$ cat src/rtl/carfield_pkg.sv
// Shared carfield definitions: mailbox placement, register offsets and STATUS layout.
package carfield_pkg;

  localparam logic [31:0] OTMailboxBase = 32'h4000_0000;
  localparam logic [31:0] OTMailboxSize = 32'h0000_1000;

  typedef enum logic [4:0] {
    MboxTxData  = 5'h00,
    MboxRxData  = 5'h04,
    MboxStatus  = 5'h08,
    MboxIrqEn   = 5'h0C,
    MboxIrqPend = 5'h10
  } mbox_reg_e;

  localparam int unsigned StatusTxFull   = 0;
  localparam int unsigned StatusTxEmpty  = 1;
  localparam int unsigned StatusRxFull   = 2;
  localparam int unsigned StatusRxEmpty  = 3;
  localparam int unsigned StatusTxCntLsb = 4;
  localparam int unsigned StatusRxCntLsb = 9;
  localparam int unsigned StatusCntWidth = 5;

endpackage

$ cat src/rtl/fifo_v3.sv
// Synchronous FIFO with registered occupancy count; optional fall-through when empty.
module fifo_v3 #(
  parameter bit          FALL_THROUGH = 1'b0,
  parameter int unsigned DATA_WIDTH   = 32,
  parameter int unsigned DEPTH        = 8,
  localparam int unsigned AddrDepth   = (DEPTH > 1) ? $clog2(DEPTH) : 1
) (
  input  logic                  clk_i,
  input  logic                  rst_ni,
  input  logic                  flush_i,
  output logic                  full_o,
  output logic                  empty_o,
  output logic [AddrDepth:0]    usage_o,
  input  logic [DATA_WIDTH-1:0] data_i,
  input  logic                  push_i,
  output logic [DATA_WIDTH-1:0] data_o,
  input  logic                  pop_i
);

  typedef logic [AddrDepth-1:0] ptr_t;
  typedef logic [AddrDepth:0]   cnt_t;

  ptr_t rdPtrReg, wrPtrReg;
  cnt_t cntReg;
  logic bypass, storePush, storePop;
  logic [DATA_WIDTH-1:0] mem [DEPTH];

  assign full_o  = (cntReg == cnt_t'(DEPTH));
  assign empty_o = (cntReg == '0);
  assign usage_o = cntReg;

  // In fall-through mode a word pushed and popped while empty never touches storage.
  assign bypass    = FALL_THROUGH && empty_o && push_i && pop_i;
  assign storePush = push_i && !full_o && !bypass;
  assign storePop  = pop_i && !empty_o;
  assign data_o    = (FALL_THROUGH && empty_o) ? data_i : mem[rdPtrReg];

  always_ff @(posedge clk_i or negedge rst_ni) begin
    if (!rst_ni) begin
      rdPtrReg <= '0;
      wrPtrReg <= '0;
      cntReg   <= '0;
    end else if (flush_i) begin
      rdPtrReg <= '0;
      wrPtrReg <= '0;
      cntReg   <= '0;
    end else begin
      if (storePush) wrPtrReg <= wrPtrReg + ptr_t'(1);
      if (storePop)  rdPtrReg <= rdPtrReg + ptr_t'(1);
      if (storePush && !storePop)      cntReg <= cntReg + cnt_t'(1);
      else if (!storePush && storePop) cntReg <= cntReg - cnt_t'(1);
    end
  end

  always_ff @(posedge clk_i) begin
    if (storePush) mem[wrPtrReg] <= data_i;
  end

endmodule

$ cat src/rtl/carfield_mbox.sv
// Host <-> security-island mailbox: register front end, one FIFO per direction, RX interrupt.
module carfield_mbox
  import carfield_pkg::*;
#(
  parameter int unsigned Depth     = 4,
  parameter int unsigned DataWidth = 32,
  parameter int unsigned AddrWidth = 32
) (
  input  logic                   clk_i,
  input  logic                   rst_ni,
  input  logic                   reg_valid_i,
  input  logic                   reg_write_i,
  input  logic [AddrWidth-1:0]   reg_addr_i,
  input  logic [DataWidth-1:0]   reg_wdata_i,
  input  logic [DataWidth/8-1:0] reg_wstrb_i,
  output logic                   reg_ready_o,
  output logic                   reg_error_o,
  output logic [DataWidth-1:0]   reg_rdata_o,
  output logic                   tx_valid_o,
  output logic [DataWidth-1:0]   tx_data_o,
  input  logic                   tx_ready_i,
  input  logic                   rx_valid_i,
  input  logic [DataWidth-1:0]   rx_data_i,
  output logic                   rx_ready_o,
  output logic                   irq_o
);

  localparam int unsigned CntWidth = $clog2(Depth) + 1;

  logic txFull, txEmpty, rxFull, rxEmpty;
  logic [CntWidth-1:0] txCnt, rxCnt;
  logic [DataWidth-1:0] rxHead, statusWord, regRdata;
  logic txPush, txPop, rxPush, rxPop;
  logic regError, irqEnWe, irqPendClr;
  logic irqEnReg, irqPendReg, irqReg;
  logic [4:0] regOff;
  logic unusedBits;

  assign unusedBits = ^{reg_addr_i[AddrWidth-1:5], reg_wstrb_i[DataWidth/8-1:1]};

  fifo_v3 #(.FALL_THROUGH(1'b0), .DATA_WIDTH(DataWidth), .DEPTH(Depth)) iTxFifo (
    .clk_i, .rst_ni, .flush_i(1'b0),
    .full_o(txFull), .empty_o(txEmpty), .usage_o(txCnt),
    .data_i(reg_wdata_i), .push_i(txPush), .data_o(tx_data_o), .pop_i(txPop)
  );

  fifo_v3 #(.FALL_THROUGH(1'b0), .DATA_WIDTH(DataWidth), .DEPTH(Depth)) iRxFifo (
    .clk_i, .rst_ni, .flush_i(1'b0),
    .full_o(rxFull), .empty_o(rxEmpty), .usage_o(rxCnt),
    .data_i(rx_data_i), .push_i(rxPush), .data_o(rxHead), .pop_i(rxPop)
  );

  assign tx_valid_o = !txEmpty;
  assign txPop      = tx_valid_o && tx_ready_i;
  assign rx_ready_o = !rxFull;
  assign rxPush     = rx_valid_i && rx_ready_o;

  always_comb begin
    statusWord = '0;
    statusWord[StatusTxFull]  = txFull;
    statusWord[StatusTxEmpty] = txEmpty;
    statusWord[StatusRxFull]  = rxFull;
    statusWord[StatusRxEmpty] = rxEmpty;
    statusWord[StatusTxCntLsb +: StatusCntWidth] = StatusCntWidth'(txCnt);
    statusWord[StatusRxCntLsb +: StatusCntWidth] = StatusCntWidth'(rxCnt);
  end

  assign regOff = reg_addr_i[4:0];

  // Every error path leaves rdata at zero and raises no FIFO or IRQ strobe.
  always_comb begin
    regRdata   = '0;
    regError   = 1'b0;
    txPush     = 1'b0;
    rxPop      = 1'b0;
    irqEnWe    = 1'b0;
    irqPendClr = 1'b0;
    if (reg_valid_i) begin
      case (regOff)
        MboxTxData: begin
          if (!reg_write_i || txFull) regError = 1'b1;
          else                         txPush   = 1'b1;
        end
        MboxRxData: begin
          if (reg_write_i || rxEmpty) regError = 1'b1;
          else begin
            regRdata = rxHead;
            rxPop    = 1'b1;
          end
        end
        MboxStatus: begin
          if (reg_write_i) regError = 1'b1;
          else             regRdata = statusWord;
        end
        MboxIrqEn: begin
          if (reg_write_i) irqEnWe     = reg_wstrb_i[0];
          else             regRdata[0] = irqEnReg;
        end
        MboxIrqPend: begin
          if (reg_write_i) irqPendClr  = reg_wstrb_i[0] && reg_wdata_i[0];
          else             regRdata[0] = irqPendReg;
        end
        default: regError = 1'b1;
      endcase
    end
  end

  assign reg_ready_o = 1'b1;
  assign reg_error_o = regError;
  assign reg_rdata_o = rst_ni ? regRdata : '0;

  // A new RX word wins over a simultaneous W1C so no message goes unsignalled.
  always_ff @(posedge clk_i or negedge rst_ni) begin
    if (!rst_ni) begin
      irqEnReg   <= 1'b0;
      irqPendReg <= 1'b0;
      irqReg     <= 1'b0;
    end else begin
      if (irqEnWe) irqEnReg <= reg_wdata_i[0];
      if (rxPush)          irqPendReg <= 1'b1;
      else if (irqPendClr) irqPendReg <= 1'b0;
      irqReg <= irqEnReg && irqPendReg;
    end
  end

  assign irq_o = irqReg;

endmodule

$ cat config.mk
export PLATFORM = sky130hd
export DESIGN_NAME = carfield_mbox
export DESIGN_NICKNAME = d
export VERILOG_FILES = /design/src/rtl/carfield_pkg.sv /design/src/rtl/fifo_v3.sv /design/src/rtl/carfield_mbox.sv
export SDC_FILE = /design/constraint.sdc
export NUM_CORES = 1
export LEC_CHECK = 0
export ABC_AREA = 1
export CAP_MARGIN = 0
export CELL_PAD_IN_SITES_DETAIL_PLACEMENT = 0
export CELL_PAD_IN_SITES_GLOBAL_PLACEMENT = 2
export CORE_ASPECT_RATIO = 0.9
export CORE_UTILIZATION = 39
export CTS_CLUSTER_DIAMETER = 50
export CTS_CLUSTER_SIZE = 24
export DETAILED_ROUTE_END_ITERATION = 7
export GPL_TIMING_DRIVEN = 1
export PLACE_DENSITY = 0.81
export SYNTH_ARGS = -nofsm -noshare
export SYNTH_HDL_FRONTEND = slang
export SYNTH_SLANG_ARGS = --single-unit
$ cat constraint.sdc
create_clock -name clk_i -period 6.6 [get_ports clk_i]
set_input_delay 1.65 -clock clk_i [delete_from_list [all_inputs] [get_ports clk_i]]
set_output_delay 1.65 -clock clk_i [all_outputs]
set_load 0.05 [all_outputs]
======== Word level (Yosys, flattened, before mapping) ========
Memory sizes are Yosys's and may differ from the RTL's.
Cells that the tools add are included.
storage, ports and cells
  flip-flop bits (word level) ............. 17
  RAM bits ................................ 256
  logic and storage cells ................. 90
  bits of input ports ..................... 106
  output and inout bits ................... 69
  memories kept ........................... 2
memories
  memory       words  width  read ports  clocked after Yosys merged registers in  write ports  RTL line       source
  iRxFifo.mem  4      32     1           0                                        1            fifo_v3.sv:26  logic [DATA_WIDTH-1:0] mem [DEPTH];
  iTxFifo.mem  4      32     1           0                                        1            fifo_v3.sv:26
cells by class
  add/subtract/negate cells ............... 8
  reduce and logical (&&, ||, !) cells .... 30
  mux-type cells .......................... 35
  equality and inequality tests ........... 6
operators by type and width
  kind                                              number
  two-way mux 32 bit                                3
  case mux 31 bit (2 select lines)                  1
  two-way mux 1 bit                                 24
  logical AND 1 bit                                 12
  two-way mux 12 bit                                1
  two-way mux 3 bit                                 4
  == test 5 x 4 -> 1 bit, second input constant     2
  logical NOT 1 bit                                 9
  adder 2 x 1 -> 2 bit, second input constant       4
  case mux 1 bit (4 select lines)                   2
  adder 3 x 1 -> 3 bit, second input constant       2
  == test 3 bit, second input constant              2
  logical NOT 3 bit                                 2
  nonzero test 2 bit                                3
  subtractor 3 x 1 -> 3 bit, second input constant  2
  == test 5 x 3 -> 1 bit, second input constant     1
  == test 5 bit, second input constant              1
  logical NOT 5 bit                                 1
  logical OR 1 bit                                  2
  OR reduction 2 bit                                1

======== Logic depth before layout (Yosys ltp) ========
  depth after elaboration ................. 10
  depth in mapped cells ................... 12
  mapped depth without buffers ............ 12

======== Modules after synthesis ========
From an unflattened synthesis, not the netlist that was laid out.
second synthesis, totals
  cell total of the unflattened synthesis .. 901
  area, all modules ....................... 11237.0 sq um
modules (own cells, without submodules)
  module              times used  cells each  area each (sq um)  sequential area each (sq um)
  fifo_v3 at iRxFifo  1           376         5221.3             4018.9
  fifo_v3 at iTxFifo  1           376         5216.3             4018.9
  carfield_mbox       1           149         799.5              75.1

======== Worst setup path before layout ========
No wires, ideal clock.
  path type ............................... input port to output port
  start ................................... input port reg_addr_i[1]
  end ..................................... output port reg_rdata_o[31]
  stages on the path ...................... 5
  path slack .............................. 1751 ps
  data required time ...................... 4950 ps
  arrival ................................. 3199 ps
  cells stage by stage .................... nor2_4 nand3_4 nor2_8 nand2_4 nor3_1
between the ends
  word-level cells in the longest chain between the ends .. 4
  elaborated cells on any way between the ends .. 5
  classes of those cells .................. eq/ne (2); mux (3)
ends and longest elaborated chain
  what                                                              RTL line              source
  from (decl)                                                       carfield_mbox.sv:13   input logic [AddrWidth-1:0] reg_addr_i,
  == test 5 x 4 -> 1 bit or == test 5 x 3 -> 1 bit (tied branches)  carfield_mbox.sv:79   case (regOff)
  case mux 31 bit (2 select lines) (*)                              carfield_mbox.sv:79
  two-way mux 32 bit (*)                                            carfield_mbox.sv:78   if (reg_valid_i) begin
  two-way mux 32 bit (*)                                            carfield_mbox.sv:110  assign reg_rdata_o = rst_ni ? regRdata : '0;
  to (decl)                                                         carfield_mbox.sv:18   output logic [DataWidth-1:0] reg_rdata_o,
Mark *: on every way between the ends. The rest lies on a longest branch, timed or not.

======== Final worst setup path ========
  start ................................... input port reg_write_i
  end ..................................... output port reg_rdata_o[7]
between the ends
  word-level cells in the longest chain between the ends .. 5
ends and longest elaborated chain
  what                              RTL line              source
  from (decl)                       carfield_mbox.sv:12   input logic reg_write_i,
  logical OR 1 bit                  carfield_mbox.sv:85   if (reg_write_i || rxEmpty) regError = 1'b1;
  two-way mux 32 bit                carfield_mbox.sv:85
  case mux 31 bit (2 select lines)  carfield_mbox.sv:79
  two-way mux 32 bit                carfield_mbox.sv:78
  two-way mux 32 bit                carfield_mbox.sv:110
No other way between the ends.

==> flow_metrics.env <==
export IMPL_slew_headroom=0.263
export IMPL_crit_chain="clkdlybuf4s50_1 > inv_1 > nand2_2 > nor2_8 > nand2_4 > a21oi_1 > clkdlybuf4s50_1"
export IMPL_dieHeight_um=162
export IMPL_reg2reg_from="iRxFifo.usage_o[0]"
export IMPL_hold_violations=0
export IMPL_cts_hold_buf=0
export IMPL_crit_start="reg_write_i"
export IMPL_totalNegativeSetupSlack_ns=0
export IMPL_cts_resized=0
export IMPL_layout_setup_ws_ns=0.721
export IMPL_insertedDiodeCount=0
export IMPL_peakVddDrop_mv=0.187
export IMPL_path_class="in -> out"
export IMPL_place_ws_ns=0.698
export IMPL_fmax_mhz=170
export IMPL_grt_usage=0.160
export IMPL_leakage_nw=4.64
export IMPL_end_kind="output pin"
export IMPL_ys_flop_type="edfxtp_1"
export IMPL_power_density_nw_per_um2=415
export IMPL_cp_num_buf_inv=3
export IMPL_worstPathArrival_ns=4.23
export IMPL_synthArstFlopShare=0.0623
export IMPL_final_max_slew_viol_count=0
export IMPL_cts_buffers_inserted=28
export IMPL_cts_htree_levels=1
export IMPL_skew_ns=0.0120
export IMPL_grt_pass1_wl_um=35900
export IMPL_synthesis_area_um2=11100
export IMPL_gp_congestion=0.733
export IMPL_min_path_type="reg -> reg"
export IMPL_critPathMaxFanout=22
export IMPL_violations="DRC"
export IMPL_outcome="finished with violations"
export IMPL_cts_sinks=273
export IMPL_syn2layout_area_growth_pct=25.0
export IMPL_core_region_area_um2=27900
export IMPL_post_route_drc_count=20
export IMPL_period_share=0.891
export IMPL_slowest_delay_ns=0.85
export IMPL_wl_um=22900
export IMPL_dieArea_um2=29000
export IMPL_required_ns=4.95
export IMPL_clk_pin_slew_ns=0.06
export IMPL_vias_per_cell=4.85
export IMPL_fill_cells=2432
export IMPL_drt_pass1_iterations=8
export IMPL_root_buffer="clkbuf_16"
export IMPL_yosysSeqAreaShare=0.734
export IMPL_cts_setup_buffers=0
export IMPL_wl_met2_um=11300
export IMPL_final_nets=1116
export IMPL_layout_common_cells="256 x edfxtp_1, 190 x nor2_1, 143 x clkdlybuf4s50_1, 114 x o21ai_0, 49 x nand2_1"
export IMPL_grt_pass1_vias=6433
export IMPL_crit_slowest_cell="clkdlybuf4s50_1"
export IMPL_utilization=0.496
export IMPL_top_level_ports=175
export IMPL_start_util=0.397
export IMPL_synthCells=862
export IMPL_placed_area_um2=12800
export IMPL_antenna_left=0
export IMPL_grt_max_degree=67
export IMPL_synth_distinct_cells=32
export IMPL_synth_fp_nets=980
export IMPL_synth_edf_count=256
export IMPL_post_route_cells_drive_above_1_share=0.106
export IMPL_layout_min_cycle_time_ns=5.88
export IMPL_vias=6692
export IMPL_avgRoutedWirePerCell_um=16.6
export IMPL_route_met3_wl_um=1370
export IMPL_rows=58
export IMPL_wl_met1_um=9820
export IMPL_final_design_area_no_fill_um2=13800
export IMPL_ys_seq_elements=273
export IMPL_antenna_found_initial=2
export IMPL_worst_slew_pin_slew_ns=1.10
export IMPL_cpMostUsedCell="clkdlybuf4s50_1"
export IMPL_cap_viol_max_count=0
export IMPL_cp_top_family="buffers and inverters"
export IMPL_final_common_cell="edfxtp_1"
export IMPL_hpwl_um=12800
export IMPL_grt_overflow_total=0
export IMPL_yosys_warnings=0
export IMPL_synth_avg_cell_area_um2=12.8
export IMPL_drtIter0Drc=280
export IMPL_die_x_um=179
export IMPL_rsz0062_at_grt="false"
export IMPL_topRoutingLayerUsed="met5"
export IMPL_hold_start="irqPendReg"
export IMPL_clkLatencyLatePin_ns=0.54
export IMPL_cts_tree="done"
export IMPL_startpoint_type="input pin"
export IMPL_io_buffers=143
export IMPL_clock_path_buffers=3
export IMPL_setup_viol=0
[registers in the layout, summed over array words and instances (netlist names)]
signal            count
iRxFifo.mem         128
iRxFifo.rdPtrReg      2
iRxFifo.usage_o       3
iRxFifo.wrPtrReg      2
iTxFifo.mem         128
iTxFifo.rdPtrReg      2
iTxFifo.usage_o       3
iTxFifo.wrPtrReg      2
irqEnReg              1
irqPendReg            1
irq_o                 1
[logic make-up (layout without fill, tap and decap cells)]
family | after synthesis | in the layout | synth area share
simple gates | 275 | 275 | 0.103
mux | 2 | 2 | 0.00204
xor+xnor | 8 | 8 | 0.00634
buf+inv | 83 | 241 | 0.0345
compound gates | 208 | 208 | 0.105
flops | 273 | 273 | 0.734
other cells | 1 | 1 | 0.000339
fa+ha+maj | 12 | 12 | 0.0149
[cell type report]
cell class                 count  area [um^2]  area share
clock buffer                  30          729      0.0528
clock inverter                22          268      0.0194
inverter                      38          143      0.0103
multi-input combinational    506         2620       0.189
sequential                   273         8120       0.588
tap                          360          450      0.0326
timing repair buffer         151         1490       0.108
[tightest hold or removal path: cells and delay by family (launching register included)]
| family | cells | cell delay [ns] |
|---|---|---|
| DFF | 1 | 0.36 |
| buffers and inverters | 1 | 0.04 |
| and+or+nand+nor | 1 | 0.06 |
[cells in the mapped netlist (2+ instances only)]
cell type / count / area share
xor2_1: 6 / 0.0048
ha_1: 10 / 0.011
xnor2_1: 2 / 0.0016
a21oi_1: 14 / 0.0063
nand4_1: 3 / 0.0017
o22ai_1: 32 / 0.018
inv_1: 33 / 0.011
o21ai_0: 114 / 0.052
buf_2: 11 / 0.0050
buf_6: 3 / 0.0031
nand2_2: 4 / 0.0023
buf_4: 9 / 0.0061
o21ai_1: 27 / 0.012
dfrtp_1: 17 / 0.038
nand3_1: 12 / 0.0054
nor2_4: 3 / 0.0031
edfxtp_1: 256 / 0.70
nand2_1: 49 / 0.017
clkbuf_1: 20 / 0.0068
inv_2: 5 / 0.0017
nor2_1: 198 / 0.067
mux2_2: 2 / 0.0020
a21oi_2: 21 / 0.017
buf_1: 2 / 0.00068
fa_1: 2 / 0.0036
[report_power, final]
| group | total, mW | switching (mW) | internal (mW) |
|---|---|---|---|
| Clock | 1.66 | 0.704 | 0.952 |
| Sequential | 2.17 | 0.0620 | 2.11 |
| Combinational | 1.91 | 1.34 | 0.566 |
| Total | 5.74 | 2.11 | 3.63 |
[worst paths after layout]
path	endpoint	slack [ns]	cells past startpoint
min in group asynchronous	iTxFifo.usage_o[1]	1.54	2
worst max register to register	iRxFifo.usage_o[2]	4.22	11
worst max-delay path	reg_rdata_o[7]	0.72	7
max in group asynchronous	iRxFifo.rdPtrReg[0]	4.82	2
worst min-delay path	irq_o	0.48	2
worst min register to register	irq_o	0.48	2
[metrics by stage]
step	hold slack (ns)	power, mW	cells
after CTS	0.485	5.81	1380
final	0.484	5.74	1380
after global placement	0.476	4.14	1328
after global routing	0.508	6.03	1380
after floorplan	0.448	3.54	862
after detailed placement	0.479	4.15	1328
[per-layer routing]
metal / vias to the layer above / global-route usage
met5: - / 0
met4: 2 / 0.0345
met3: 37 / 0.0357
met2: 130 / 0.281
met1: 3179 / 0.202
li1: 3344 / -
Note: power is estimated with default switching activity, not from simulation.
